--- config.mk ---
export PLATFORM = sky130hd
export DESIGN_NAME = lcd_ctrl
export DESIGN_NICKNAME = d
export VERILOG_FILES = /design/src/rtl/lcd_pkg.sv /design/src/rtl/lcd_delay_timer.sv /design/src/rtl/lcd_ctrl.sv
export SDC_FILE = /design/constraint.sdc
export NUM_CORES = 1
export LEC_CHECK = 0
export CORE_UTILIZATION = 25
export CTS_BUF_LIST = sky130_fd_sc_hd__clkbuf_4 sky130_fd_sc_hd__clkbuf_8
export CTS_CLUSTER_DIAMETER = 100
export DETAILED_ROUTE_END_ITERATION = 8
export GPL_ROUTABILITY_DRIVEN = 0
export GPL_TIMING_DRIVEN = 0
export PLACE_DENSITY = 0.46
export SLEW_MARGIN = 20
export SYNTH_ARGS = -nofsm -noshare
export SYNTH_HDL_FRONTEND = slang
export SYNTH_SLANG_ARGS = --single-unit
--- constraint.sdc ---
create_clock -name clk -period 2.89 [get_ports clk]
set_input_delay 0.289 -clock clk [delete_from_list [all_inputs] [get_ports clk]]
set_output_delay 0.289 -clock clk [all_outputs]
set_load 0.02 [all_outputs]
--- src/rtl/lcd_pkg.sv ---
// Shared definitions for the HD44780 character-LCD sequencer: FSM states,
// the power-on init command list and the command codes that need a long wait.
package lcd_pkg;

    typedef enum logic [2:0] {
        ST_POWERON,
        ST_SETUP,
        ST_PULSE,
        ST_HOLD,
        ST_WAIT,
        ST_IDLE
    } lcd_state_t;

    localparam int          INIT_LEN  = 4;
    localparam logic [1:0]  INIT_LAST = 2'(INIT_LEN - 1);

    localparam logic [7:0]  CMD_CLEAR = 8'h01;
    localparam logic [7:0]  CMD_HOME  = 8'h02;

    localparam logic [7:0]  INIT_FUNC_SET = 8'h38;  // 8-bit bus, 2 lines
    localparam logic [7:0]  INIT_DISP_ON  = 8'h0C;
    localparam logic [7:0]  INIT_CLEAR    = 8'h01;
    localparam logic [7:0]  INIT_ENTRY    = 8'h06;

    function automatic logic [7:0] init_byte(input logic [1:0] idx);
        logic [7:0] b;
        case (idx)
            2'd0:    b = INIT_FUNC_SET;
            2'd1:    b = INIT_DISP_ON;
            2'd2:    b = INIT_CLEAR;
            default: b = INIT_ENTRY;
        endcase
        return b;
    endfunction

    // Clear and Home take far longer to execute than any other write.
    function automatic logic needs_long_wait(input logic rs, input logic [7:0] data);
        return !rs && ((data == CMD_CLEAR) || (data == CMD_HOME));
    endfunction

endpackage

--- src/rtl/lcd_delay_timer.sv ---
// Down-counting phase timer. Loading T makes done assert on the T-th cycle
// after the load, so a phase that reloads on done lasts exactly T cycles.
module lcd_delay_timer #(
    parameter int               CNT_W   = 20,
    parameter logic [CNT_W-1:0] RST_VAL = '0
) (
    input  logic             clk,
    input  logic             reset,
    input  logic             load,
    input  logic [CNT_W-1:0] load_val,
    output logic             done
);

    logic [CNT_W-1:0] count_q;
    logic [CNT_W-1:0] count_d;

    always_comb begin
        count_d = count_q;
        if (load) begin
            count_d = load_val;
        end else if (count_q != '0) begin
            count_d = count_q - 1'b1;
        end
    end

    always_ff @(posedge clk) begin
        if (reset) begin
            count_q <= RST_VAL;
        end else begin
            count_q <= count_d;
        end
    end

    assign done = (count_q <= CNT_W'(1));

endmodule

--- src/rtl/lcd_ctrl.sv ---
// HD44780 8-bit bus sequencer: power-on init, then one byte per valid/ready
// handshake with RS/DATA setup, E pulse, hold and execution wait.
module lcd_ctrl
    import lcd_pkg::*;
#(
    parameter int T_POWERON = 750000,
    parameter int T_SETUP   = 4,
    parameter int T_EN      = 12,
    parameter int T_HOLD    = 4,
    parameter int T_CMD     = 2000,
    parameter int T_CLR     = 80000,
    parameter int CNT_W     = 20
) (
    input  logic       clk,
    input  logic       reset,
    input  logic       req_valid,
    input  logic       req_rs,
    input  logic [7:0] req_data,
    output logic       req_ready,
    output logic       init_done,
    output logic       busy,
    output logic       lcd_rs,
    output logic       lcd_rw,
    output logic       lcd_e,
    output logic [7:0] lcd_data
);

    lcd_state_t       state_q, state_d;
    logic             rs_q, rs_d;
    logic [7:0]       data_q, data_d;
    logic [1:0]       idx_q, idx_d;
    logic             init_done_q, init_done_d;
    logic             e_q, e_d;

    logic             tmr_load;
    logic [CNT_W-1:0] tmr_val;
    logic             tmr_done;

    lcd_delay_timer #(
        .CNT_W   (CNT_W),
        .RST_VAL (CNT_W'(T_POWERON))
    ) u_timer (
        .clk      (clk),
        .reset    (reset),
        .load     (tmr_load),
        .load_val (tmr_val),
        .done     (tmr_done)
    );

    assign req_ready = (state_q == ST_IDLE) && init_done_q;

    always_comb begin
        state_d     = state_q;
        rs_d        = rs_q;
        data_d      = data_q;
        idx_d       = idx_q;
        init_done_d = init_done_q;
        tmr_load    = 1'b0;
        tmr_val     = '0;

        case (state_q)
            ST_POWERON: begin
                if (tmr_done) begin
                    rs_d     = 1'b0;
                    data_d   = init_byte(2'd0);
                    idx_d    = 2'd0;
                    state_d  = ST_SETUP;
                    tmr_load = 1'b1;
                    tmr_val  = CNT_W'(T_SETUP);
                end
            end
            ST_SETUP: begin
                if (tmr_done) begin
                    state_d  = ST_PULSE;
                    tmr_load = 1'b1;
                    tmr_val  = CNT_W'(T_EN);
                end
            end
            ST_PULSE: begin
                if (tmr_done) begin
                    state_d  = ST_HOLD;
                    tmr_load = 1'b1;
                    tmr_val  = CNT_W'(T_HOLD);
                end
            end
            ST_HOLD: begin
                if (tmr_done) begin
                    state_d  = ST_WAIT;
                    tmr_load = 1'b1;
                    tmr_val  = needs_long_wait(rs_q, data_q) ? CNT_W'(T_CLR) : CNT_W'(T_CMD);
                end
            end
            ST_WAIT: begin
                if (tmr_done) begin
                    if (init_done_q) begin
                        state_d = ST_IDLE;
                    end else if (idx_q == INIT_LAST) begin
                        init_done_d = 1'b1;
                        state_d     = ST_IDLE;
                    end else begin
                        idx_d    = idx_q + 2'd1;
                        rs_d     = 1'b0;
                        data_d   = init_byte(idx_q + 2'd1);
                        state_d  = ST_SETUP;
                        tmr_load = 1'b1;
                        tmr_val  = CNT_W'(T_SETUP);
                    end
                end
            end
            ST_IDLE: begin
                if (req_valid && req_ready) begin
                    rs_d     = req_rs;
                    data_d   = req_data;
                    state_d  = ST_SETUP;
                    tmr_load = 1'b1;
                    tmr_val  = CNT_W'(T_SETUP);
                end
            end
            default: begin
                state_d = ST_POWERON;
            end
        endcase

        // E comes straight from a flop so the strobe never glitches on state decode.
        e_d = (state_d == ST_PULSE);
    end

    always_ff @(posedge clk) begin
        if (reset) begin
            state_q     <= ST_POWERON;
            rs_q        <= 1'b0;
            data_q      <= 8'h00;
            idx_q       <= 2'd0;
            init_done_q <= 1'b0;
            e_q         <= 1'b0;
        end else begin
            state_q     <= state_d;
            rs_q        <= rs_d;
            data_q      <= data_d;
            idx_q       <= idx_d;
            init_done_q <= init_done_d;
            e_q         <= e_d;
        end
    end

    assign init_done = init_done_q;
    assign busy      = (state_q != ST_IDLE);
    assign lcd_rs    = rs_q;
    assign lcd_rw    = 1'b0;
    assign lcd_e     = e_q;
    assign lcd_data  = data_q;

endmodule

==> parameters.txt, run 1 <==
Parameter                              Value

STA
  Setup TNS ... 0 ns
  Max-slew violation count ... 0
  Final hold viol count ... 0
  Worst relative slew slack ... 0.452
  Unrepaired setup endpoints after global routing ... no
  Slew at the pin with the worst max-slew slack ... 0.817 ns
  Maximum operating frequency ... 391 MHz
  Min Clock Period, post-route ... 2.55 ns
  Final setup violation count ... 0
  Clock tree skew after final layout ... 0.00692 ns
  Period Utilization, post-route ... 0.884

Drt
  DRC violations left ... 0
  Final routed wire length divided by cell count ... 14.5 µm
  Post-detailed-routing wire length ... 5.56 mm
  Average vias per placed instance ... 5.04
  Violation count after the first detailed-route iteration ... 66
  First-pass iteration count of the detailed router ... 4
  Total via count in the routed design ... 1,926
  Met2 layer wire length in the routed design ... 2.51 mm
  Post-route ant nets ... 0
  DR top layer ... met4
  Sum of met3 wire segment lengths after detailed routing ... 243 µm
  Total routed wire length on the met1 layer ... 2.77 mm

Power and ir drop
  Comb pwr share ... 0.088
  Pleak ... 0.826 nW
  Maximum vdd ir drop ... 177 µV
  Switch share ... 0.248
  Net switching power figure ... 0.253 mW
  Clock power share ... 0.394
  Total power divided by cell area ... 400 nW/µm²
  Tot Pwr ... 1.02 mW
  Sequential share of power ... 0.518
  P_int ... 0.767 mW

Critical path
  R2r endpoint ... u_timer.count_q[10]
  Required time reported for the critical path endpoint ... 2.60 ns
  Setup Crit Path Kind ... reg -> out
  Type of origin of the critical path ... flip-flop
  Arrival time at the worst endpoint ... 2.27 ns
  Register-to-register setup slack ... 0.43 ns
  Slowest Stage Delay on Critical Path ... 0.60 ns
  Launch point of the worst reg-to-reg path ... u_timer.count_q[0]
  Path depth of the worst reg2reg path ... 8
  Crit-path leading delay family ... buffers and inverters
  Crit end category ... primary output
  Critical-path top delay cell ... sky130_fd_sc_hd__clkdlybuf4s50_1
  Count of buffering cells on the critical path with inverters included ... 3
  Cells along the critical path ... clkbuf_1 > buf_1 > nand2_1 > nor2_1 > clkdlybuf4s50_1
  Biggest fanout along the worst timing path ... 10

Floorplan
  Core area ... 7890 µm²
  # IOs ... 26
  Die X-Extent ... 93.2 µm
  Initial standard-cell utilization of the core ... 0.263
  Die height ... 93.2 µm
  Floorplan row count ... 32
  Die area ... 8680 µm²

Cells and area
  Fill count ... 836
  Ratio of cells with drive above 1 in the final layout ... 0.0786
  Antenna cells ... 0
  Layout area overhead ... 22.6%
  Final net count ... 298

CTS
  Clock tree from TritonCTS ... yes
  Buffer depth of the longest clock path ... 2
  CTS H-tree depth ... 2
  Total of hold buffers inserted after clock tree synthesis ... 0
  Buffers inserted during post-CTS setup optimization ... 0
  Root Buffer Master ... sky130_fd_sc_hd__clkbuf_8
  Later-pin clock latency in the skew report ... 0.29 ns
  Count of clock tree sinks ... 36
  Total CTS buffers ... 5
  Reg clk slew, reported paths ... 0.07 ns

Synthesis
  Synthesized flop and latch total ... 36
  Cell with the most instances after synthesis ... sky130_fd_sc_hd__dfxtp_1
  Number of flops mapped to enable cells by yosys ... 0
  Cell area after synthesis ... 2080 µm²
  Async set or reset register ratio after synthesis ... 0
  Portion of synthesized cell area occupied by the leading cell type ... 0.347
  Ys Warns ... 0
  Number of cells produced by synthesis ... 249
  Most area-consuming cells after synthesis ... sky130_fd_sc_hd__dfxtp_1 (35%), sky130_fd_sc_hd__a21oi_1 (5.3%), sky130_fd_sc_hd__xnor2_1 (3.8%), sky130_fd_sc_hd__ha_1 (3.6%), sky130_fd_sc_hd__o21ai_0 (3.6%)
  Main synth FF type ... sky130_fd_sc_hd__dfxtp_1
  Post-synthesis sequential area ratio ... 0.347
  Post-synthesis net count ... 267
  Mean post-synth cell area ... 8.35 µm²
  Commonest cells in the netlist ... sky130_fd_sc_hd__dfxtp_1 (36), sky130_fd_sc_hd__a21oi_1 (22), sky130_fd_sc_hd__nand2_1 (17)
  Library cell occupying the most area in the post-synthesis netlist ... sky130_fd_sc_hd__dfxtp_1
  Cell variety after synth ... 52

Job
  Max capacitance violation total ... 0

Min path
  Kind of path behind the tightest hold check ... reg -> reg
  Worst Min Path Start ... lcd_rs
  Instance count along the most critical hold path ... 2
  Worst hold endpoint ... lcd_rs

GRT
  Via count of the first global-routing pass ... 1,837
  Initial antenna violation count ... 0
  Overflow left after global routing ... 0
  Pin count of the biggest net entering global routing ... 11
  Total track usage ... 0.133
  First-pass GRT wire length ... 9.12 mm

Placement
  DP HPWL ... 4.06 mm
  Quantity of I/O buffers inserted on ports ... 24

Run status
  Result of the run ... finished clean
## registers in the layout (all words and copies together) (netlist names)
name,count
lcd_data,8
lcd_rs,1
lcd_e,1
idx_q,2
state_q,3
init_done,1
u_timer.count_q,20
## cell usage in the layout (no fill, tap or decap), types with 8 or more instances in the layout
cell and n:
sky130_fd_sc_hd__nor2_1 16, sky130_fd_sc_hd__nand4_1 8, sky130_fd_sc_hd__clkbuf_1 9, sky130_fd_sc_hd__clkdlybuf4s50_1 24, sky130_fd_sc_hd__o21ai_0 15, sky130_fd_sc_hd__xnor2_1 9, sky130_fd_sc_hd__inv_1 8, sky130_fd_sc_hd__nand2_1 17
sky130_fd_sc_hd__a21oi_1 22, sky130_fd_sc_hd__dfxtp_1 36, sky130_fd_sc_hd__nor3_1 13, sky130_fd_sc_hd__xor2_1 8
## how the worst max path moves through the flow
stage                                  start             endpoint  slack [ns]  depth (start not counted)
after CTS                 u_timer.count_q[0]   u_timer.count_q[6]        0.11                          8
after global placement    u_timer.count_q[0]   u_timer.count_q[2]        0.09                          8
after floorplan           u_timer.count_q[0]   u_timer.count_q[2]        0.75                          8
after global routing      u_timer.count_q[0]   u_timer.count_q[2]        0.19                          8
after detailed placement  u_timer.count_q[0]  u_timer.count_q[10]        0.12                          8
final                             state_q[0]            req_ready        0.34                          5
## worst register-to-register path, delay by kind of cell, from the launching register on
family                   cells  cell delay [ns]
AO/OA/AOI/OAI                1             0.07
buffers and inverters        2             0.36
flip-flops                   1             0.34
adder cells (fa/ha/maj)      1             0.23
AND/OR/NAND/NOR              4             1.34
## cell type report
cell class / instances / area, µm² / share of cell area
Sequential cell: 36 / 721 / 0.283
Buffer: 13 / 55.1 / 0.0216
Tap cell: 102 / 128 / 0.0501
Timing Repair Buffer: 24 / 240 / 0.0943
Multi-Input combinational cell: 192 / 1280 / 0.501
Clock buffer: 7 / 96.3 / 0.0378
Inverter: 8 / 30.0 / 0.0118
## power by group through the flow
stage	clock network (mW)	logic, mW	registers, mW
after floorplan	0	0.0588	0.536
after global placement	0	0.0890	0.539
after detailed placement	0	0.0887	0.539
after CTS	0.411	0.0894	0.527
after global routing	0.429	0.101	0.530
final	0.402	0.0895	0.529
## what timing repair did
action | CTS | global route
gates resized for setup | 0 | 1
endpoints found under the hold margin | 0 | 0
endpoints found under the setup margin | 0 | 7
## cell families after synthesis
| kind of cell | Yosys count | synth area share |
|---|---|---|
| AND/OR/NAND/NOR | 100 | 0.292 |
| AO/OA/AOI/OAI | 64 | 0.190 |
| flip-flops | 36 | 0.347 |
| buffers and inverters | 21 | 0.0409 |
| XOR/XNOR | 17 | 0.0716 |
| adder cells (fa/ha/maj) | 6 | 0.0361 |
| multiplexers | 4 | 0.0205 |
| other | 1 | 0.00180 |
## per-layer routing
metal  track usage  vias to the layer above
li1              -                      983
met1         0.182                      895
met2         0.218                       44
met3        0.0260                        4
met4        0.0269                        0
met5             0                        -
## metrics by stage
step                 util  setup slack (ns)  instance area (µm²)  cells  hold slack (ns)
floorplan               -             0.745                 2080    249            0.453
global route        0.323             0.191                 2550    382            0.518
CTS                 0.322             0.108                 2540    382            0.503
detailed placement  0.310             0.122                 2450    375            0.493
global placement    0.310            0.0939                 2450    375            0.480
finish              0.323             0.335                 2550    382            0.497
Note: power is estimated with default switching activity, not from simulation.
==> inputs of run 2 (changes only) <==
--- a/config.mk
+++ b/config.mk
@@ -5,13 +5,14 @@
 export SDC_FILE = /design/constraint.sdc
 export NUM_CORES = 1
 export LEC_CHECK = 0
-export CORE_UTILIZATION = 25
+export CORE_UTILIZATION = 50
 export CTS_BUF_LIST = sky130_fd_sc_hd__clkbuf_4 sky130_fd_sc_hd__clkbuf_8
 export CTS_CLUSTER_DIAMETER = 100
 export DETAILED_ROUTE_END_ITERATION = 8
 export GPL_ROUTABILITY_DRIVEN = 0
 export GPL_TIMING_DRIVEN = 0
-export PLACE_DENSITY = 0.46
+export HOLD_SLACK_MARGIN = 0.02
+export PLACE_DENSITY = 0.77
 export SLEW_MARGIN = 20
 export SYNTH_ARGS = -nofsm -noshare
 export SYNTH_HDL_FRONTEND = slang
==> run 2 against run 1 <==
Effect of this change: via count grew 0.62%; worst setup slack worse by 0.071 ns; first-iteration DRC count rose by 67%; fmax down 2.7%; clock power is 3% lower; critical path type is now reg -> reg; flip-flop and latch count is the same; non-clock buffer count unchanged; global-route usage is 11 points higher; sequential share of layout area is 0.79 points higher; critical endpoint is now u_timer.count_q[9]; total power is 1.2% lower; sequential power about the same; largest cell class unchanged; clock skew down 0.0023 ns.
==> parameters.txt, run 2 (synthesized netlist as in run 1, its figures left out) <==
Parameter                              Value

Run status
  Result of the run ... finished clean

STA
  Final setup violation count ... 0
  Min Clock Period, post-route ... 2.63 ns
  Unrepaired setup endpoints after global routing ... no
  Period Utilization, post-route ... 0.908
  Setup TNS ... 0 ns
  Max-slew violation count ... 0
  Slew at the pin with the worst max-slew slack ... 0.808 ns
  Final hold viol count ... 0
  Maximum operating frequency ... 381 MHz
  Clock tree skew after final layout ... 0.00465 ns
  Worst relative slew slack ... 0.457

CTS
  Reg clk slew, reported paths ... 0.07 ns
  Total CTS buffers ... 5
  Count of instances resized after the clock tree is built ... 0
  Buffers inserted during post-CTS setup optimization ... 0
  Total of hold buffers inserted after clock tree synthesis ... 0
  CTS H-tree depth ... 2
  Count of clock tree sinks ... 36
  Root Buffer Master ... sky130_fd_sc_hd__clkbuf_8
  Later-pin clock latency in the skew report ... 0.29 ns
  Clock tree from TritonCTS ... yes
  Buffer depth of the longest clock path ... 2

GRT
  Overflow left after global routing ... 0
  First-pass GRT wire length ... 8.01 mm
  Pin count of the biggest net entering global routing ... 11
  Initial antenna violation count ... 0
  Via count of the first global-routing pass ... 1,740
  Total track usage ... 0.242

Drt
  Violation count after the first detailed-route iteration ... 110
  DRC violations left ... 0
  Final routed wire length divided by cell count ... 15.0 µm
  Total via count in the routed design ... 1,938
  Average vias per placed instance ... 5.85
  First-pass iteration count of the detailed router ... 6
  Post-route ant nets ... 0
  Post-detailed-routing wire length ... 4.97 mm

Critical path
  Critical path endpoint ... u_timer.count_q[9]
  Critical-path top delay cell ... sky130_fd_sc_hd__nor3b_1
  Cells along the critical path ... inv_1 > ha_1 > nor3b_1 > nand3_1 > nor4b_4 > or2_2 > clkbuf_1 > a21oi_1
  Arrival time at the worst endpoint ... 2.80 ns
  Worst Setup SP ... u_timer.count_q[0]
  Count of buffering cells on the critical path with inverters included ... 2
  Required time reported for the critical path endpoint ... 3.06 ns
  Crit-path leading delay family ... simple AND/OR/NAND/NOR gates
  Setup Crit Path Kind ... reg -> reg
  Slowest Stage Delay on Critical Path ... 0.63 ns
  Logic depth of the worst setup path including buffers ... 8
  Register-to-register setup slack ... 0.26 ns
  Path depth of the worst reg2reg path ... 8
  Type of origin of the critical path ... flip-flop
  R2r endpoint ... u_timer.count_q[9]
  Biggest fanout along the worst timing path ... 8
  Launch point of the worst reg-to-reg path ... u_timer.count_q[0]
  Crit end category ... flip-flop

Cells and area
  Antenna cells ... 0
  Most flops, register ... u_timer.count_q
  Layout area overhead ... 19.3%
  Final net count ... 298
  Most common cell after layout, fill and taps aside ... sky130_fd_sc_hd__dfxtp_1
  Most used cells in the layout excluding fill and tap cells ... sky130_fd_sc_hd__dfxtp_1 (36), sky130_fd_sc_hd__clkdlybuf4s50_1 (24), sky130_fd_sc_hd__a21oi_1 (22)
  Max reg flops ... 20
  Fill count ... 364
  Post-route insts no fill ... 331
  Ratio of cells with drive above 1 in the final layout ... 0.0783

Power and ir drop
  Switch share ... 0.239
  Pleak ... 0.825 nW
  Maximum vdd ir drop ... 268 µV
  Net switching power figure ... 0.241 mW
  Sequential share of power ... 0.525
  P_int ... 0.767 mW
  Comb pwr share ... 0.087
  Clock power share ... 0.388
  Total power divided by cell area ... 406 nW/µm²
  Tot Pwr ... 1.01 mW

Floorplan
  # IOs ... 26
  Core area ... 4000 µm²
  Die area ... 4420 µm²
  Initial standard-cell utilization of the core ... 0.520
  Floorplan row count ... 23
  Die height ... 66.5 µm
  Die X-Extent ... 66.5 µm

Placement
  Number of placed instances with taps included ... 323
  DP HPWL ... 3.62 mm
  Quantity of I/O buffers inserted on ports ... 24

Min path
  Kind of path behind the tightest hold check ... reg -> reg

Job
  Max capacitance violation total ... 0
[run 2: changes by cell type in the layout (fill, tap and decap cells not counted), sizes merged]
cell	change
clkbuf	+1
[run 2: stage by stage]
step / setup WS [ns] / cell area, µm² / util / hold WS [ns]
after floorplan: 0.745 / 2080 / - / 0.453
after global placement: 0.284 / 2380 / 0.595 / 0.480
after detailed placement: 0.269 / 2380 / 0.595 / 0.485
after CTS: 0.252 / 2480 / 0.620 / 0.495
after global routing: 0.0123 / 2480 / 0.620 / 0.531
final: 0.265 / 2480 / 0.620 / 0.497
[run 2: worst reg2reg max path, cell delays in order, from the launching register on]
cell	delay, ns
sky130_fd_sc_hd__dfxtp_1	0.34
sky130_fd_sc_hd__inv_1	0.10
sky130_fd_sc_hd__ha_1	0.22
sky130_fd_sc_hd__nor3b_1	0.63
sky130_fd_sc_hd__nand3_1	0.23
sky130_fd_sc_hd__nor4b_4	0.47
sky130_fd_sc_hd__or2_2	0.19
sky130_fd_sc_hd__clkbuf_1	0.25
sky130_fd_sc_hd__a21oi_1	0.07
[run 2: power by group through the flow]
stage	Clock [mW]	Combinational (mW)	Sequential (mW)
floorplan	0	0.0588	0.536
global placement	0	0.0863	0.539
detailed placement	0	0.0879	0.540
CTS	0.398	0.0883	0.528
global route	0.419	0.0960	0.531
finish	0.391	0.0877	0.529
[run 2: per-layer routing]
layer	GRT usage	vias up	part of all wire
met4	0.0745	0	0.011
li1	-	977	-
met5	0	-	0
met3	0.0565	5	0.052
met2	0.431	52	0.50
met1	0.283	904	0.44
[run 2: area by class of cell]
type | instances | area (µm²) | area share
Tap cell | 50 | 62.6 | 0.0252
Buffer | 13 | 55.1 | 0.0222
Clock buffer | 8 | 97.6 | 0.0394
Inverter | 8 | 30.0 | 0.0121
Timing Repair Buffer | 24 | 240 | 0.0969
Multi-Input combinational cell | 192 | 1270 | 0.513
Sequential cell | 36 | 721 | 0.291
[run 2: worst min-delay path by stage]
stage | start | endpoint | slack, ns | cells past startpoint
CTS | lcd_data[7] | lcd_data[7] | 0.50 | 2
global route | lcd_data[1] | lcd_data[1] | 0.53 | 2
detailed placement | lcd_data[7] | lcd_data[7] | 0.49 | 2
finish | lcd_data[7] | lcd_data[7] | 0.50 | 2
global placement | lcd_data[7] | lcd_data[7] | 0.48 | 2
floorplan | req_data[5] | lcd_data[5] | 0.45 | 2
==> inputs of run 3 (changes only) <==
--- a/config.mk
+++ b/config.mk
@@ -5,6 +5,7 @@
 export SDC_FILE = /design/constraint.sdc
 export NUM_CORES = 1
 export LEC_CHECK = 0
+export CORE_MARGIN = 4
 export CORE_UTILIZATION = 50
 export CTS_BUF_LIST = sky130_fd_sc_hd__clkbuf_4 sky130_fd_sc_hd__clkbuf_8
 export CTS_CLUSTER_DIAMETER = 100
==> run 3 against run 2 <==
Effect of this change: global-route usage shrank 3.5 points; wire length rose by 2.7%; design area rose by 2.5%; critical path type unchanged; critical path depth did not move; register-to-register slack barely moved; sequential share of layout area decreased by 0.70 points; fmax rose by 0.16%; count of clock-buffer cells in the layout shrank 3; worst hold slack better by 0.0081 ns; first-iteration DRC count is 0.91% lower; sequential power about the same; largest cell class unchanged; worst setup slack improved by 0.0043 ns.
==> parameters.txt, run 3 (synthesized netlist as in run 1, its figures left out) <==
Parameter                              Value

Power and ir drop
  Maximum vdd ir drop ... 325 µV
  Total power divided by cell area ... 491 nW/µm²
  Pleak ... 0.851 nW

CTS
  Root Buffer Master ... sky130_fd_sc_hd__clkbuf_8
  CTS H-tree depth ... 2
  Buffers inserted during post-CTS setup optimization ... 0
  Total CTS buffers ... 5
  Buffer depth of the longest clock path ... 2
  Count of clock tree sinks ... 36
  Count of instances resized after the clock tree is built ... 0
  Clock tree from TritonCTS ... yes
  Total of hold buffers inserted after clock tree synthesis ... 0
  Later-pin clock latency in the skew report ... 0.30 ns
  Reg clk slew, reported paths ... 0.07 ns

STA
  Final hold viol count ... 0
  Unrepaired setup endpoints after global routing ... no
  Min Clock Period, post-route ... 2.62 ns
  Maximum operating frequency ... 382 MHz
  Final setup violation count ... 0
  Final setup margin ... 0.269 ns
  Slew at the pin with the worst max-slew slack ... 0.744 ns
  Setup TNS ... 0 ns
  Period Utilization, post-route ... 0.907
  Max-slew violation count ... 0
  Clock tree skew after final layout ... 0.00542 ns
  Final hold slack ... 0.505 ns
  Worst relative slew slack ... 0.501

GRT
  Via count of the first global-routing pass ... 1,923
  Initial antenna violation count ... 0
  Pin count of the biggest net entering global routing ... 13
  Overflow left after global routing ... 0
  First-pass GRT wire length ... 8.60 mm
  Total track usage ... 0.206

Drt
  Final routed wire length divided by cell count ... 15.4 µm
  Total via count in the routed design ... 1,956
  First-pass iteration count of the detailed router ... 4
  Average vias per placed instance ... 5.91
  Post-route ant nets ... 0
  DRC violations left ... 0
  Violation count after the first detailed-route iteration ... 109
  Post-detailed-routing wire length ... 5.10 mm

Placement
  Number of placed instances with taps included ... 323
  Worst Setup Slack post-DPL ... 0.279 ns
  DP HPWL ... 3.76 mm
  Quantity of I/O buffers inserted on ports ... 24

Cells and area
  Fill count ... 353
  Most flops, register ... u_timer.count_q
  Layout area overhead ... 22.2%
  Max reg flops ... 20
  Post-route insts no fill ... 331
  Most common cell after layout, fill and taps aside ... sky130_fd_sc_hd__dfxtp_1
  Most used cells in the layout excluding fill and tap cells ... sky130_fd_sc_hd__dfxtp_1 (36), sky130_fd_sc_hd__clkdlybuf4s50_1 (24), sky130_fd_sc_hd__a21oi_1 (22)
  Ratio of cells with drive above 1 in the final layout ... 0.0783
  Antenna cells ... 0
  Final net count ... 298

Floorplan
  Die X-Extent ... 72.5 µm
  Initial standard-cell utilization of the core ... 0.520
  # IOs ... 26
  Die height ... 72.5 µm
  Floorplan row count ... 23
  Die area ... 5250 µm²
  Core area ... 4000 µm²

Critical path
  Crit-path leading delay family ... simple AND/OR/NAND/NOR gates
  Arrival time at the worst endpoint ... 2.80 ns
  Crit end category ... flip-flop
  Cells along the critical path ... inv_1 > ha_1 > nor3b_1 > nand3_1 > nor4b_4 > or2_2 > clkbuf_1 > a21oi_1
  Critical-path top delay cell ... sky130_fd_sc_hd__nor3b_1
  Type of origin of the critical path ... flip-flop
  Required time reported for the critical path endpoint ... 3.07 ns
  Count of buffering cells on the critical path with inverters included ... 2
  Setup Crit Path Kind ... reg -> reg
  Slowest Stage Delay on Critical Path ... 0.62 ns
  Biggest fanout along the worst timing path ... 8

Min path
  Kind of path behind the tightest hold check ... reg -> reg

Job
  Max capacitance violation total ... 0

Run status
  Result of the run ... finished clean
[run 3: changes by cell type in the layout (fill, tap and decap cells not counted)]
cell,before,now
sky130_fd_sc_hd__clkbuf_4,2,0
sky130_fd_sc_hd__bufinv_16,0,3
sky130_fd_sc_hd__clkbuf_8,6,5
[run 3: metrics by stage]
stage	utilization	total power, mW	cell area (µm²)
final	0.635	1.25	2540
after CTS	0.635	1.25	2540
after global routing	0.635	1.28	2540
after floorplan	-	0.594	2080
after global placement	0.595	0.625	2380
after detailed placement	0.595	0.627	2380
[run 3: cell type report]
cell class,count,area [µm²],area share
flip-flops and latches,36,721,0.284
multi-input cells,192,1270,0.501
clock buffers,5,68.8,0.0271
repair buffers,24,240,0.0946
inverters,8,30.0,0.0118
clock inverters,3,90.1,0.0355
well taps,50,62.6,0.0246
plain buffers,13,55.1,0.0217
[run 3: worst reg2reg max path, stage by stage (launching register included)]
cell	delay, ns
sky130_fd_sc_hd__dfxtp_1	0.34
sky130_fd_sc_hd__inv_1	0.09
sky130_fd_sc_hd__ha_1	0.23
sky130_fd_sc_hd__nor3b_1	0.62
sky130_fd_sc_hd__nand3_1	0.23
sky130_fd_sc_hd__nor4b_4	0.48
sky130_fd_sc_hd__or2_2	0.19
sky130_fd_sc_hd__clkbuf_1	0.25
sky130_fd_sc_hd__a21oi_1	0.07
[run 3: routing by layer]
metal | vias to the layer above | wire (µm) | track usage
met5 | - | 0 | 0
met4 | 0 | 60 | 0.0717
met3 | 8 | 188 | 0.0374
met2 | 41 | 2530 | 0.367
met1 | 925 | 2320 | 0.248
li1 | 982 | - | -
[run 3: path summary, 6_finish.rpt]
kind | startpoint | endpoint | slack, ns | depth (start not counted)
worst max-delay path | u_timer.count_q[0] | u_timer.count_q[9] | 0.27 | 8
worst min-delay path | lcd_data[7] | lcd_data[7] | 0.51 | 2
worst max register to register | u_timer.count_q[0] | u_timer.count_q[9] | 0.27 | 8
worst min register to register | lcd_data[7] | lcd_data[7] | 0.51 | 2
[run 3: power by group]
group	internal [mW]	switching, mW	leakage, nW	total (mW)
Clock	0.432	0.198	0.0784	0.630
Combinational	0.0443	0.0446	0.481	0.0890
Sequential	0.509	0.0186	0.292	0.527
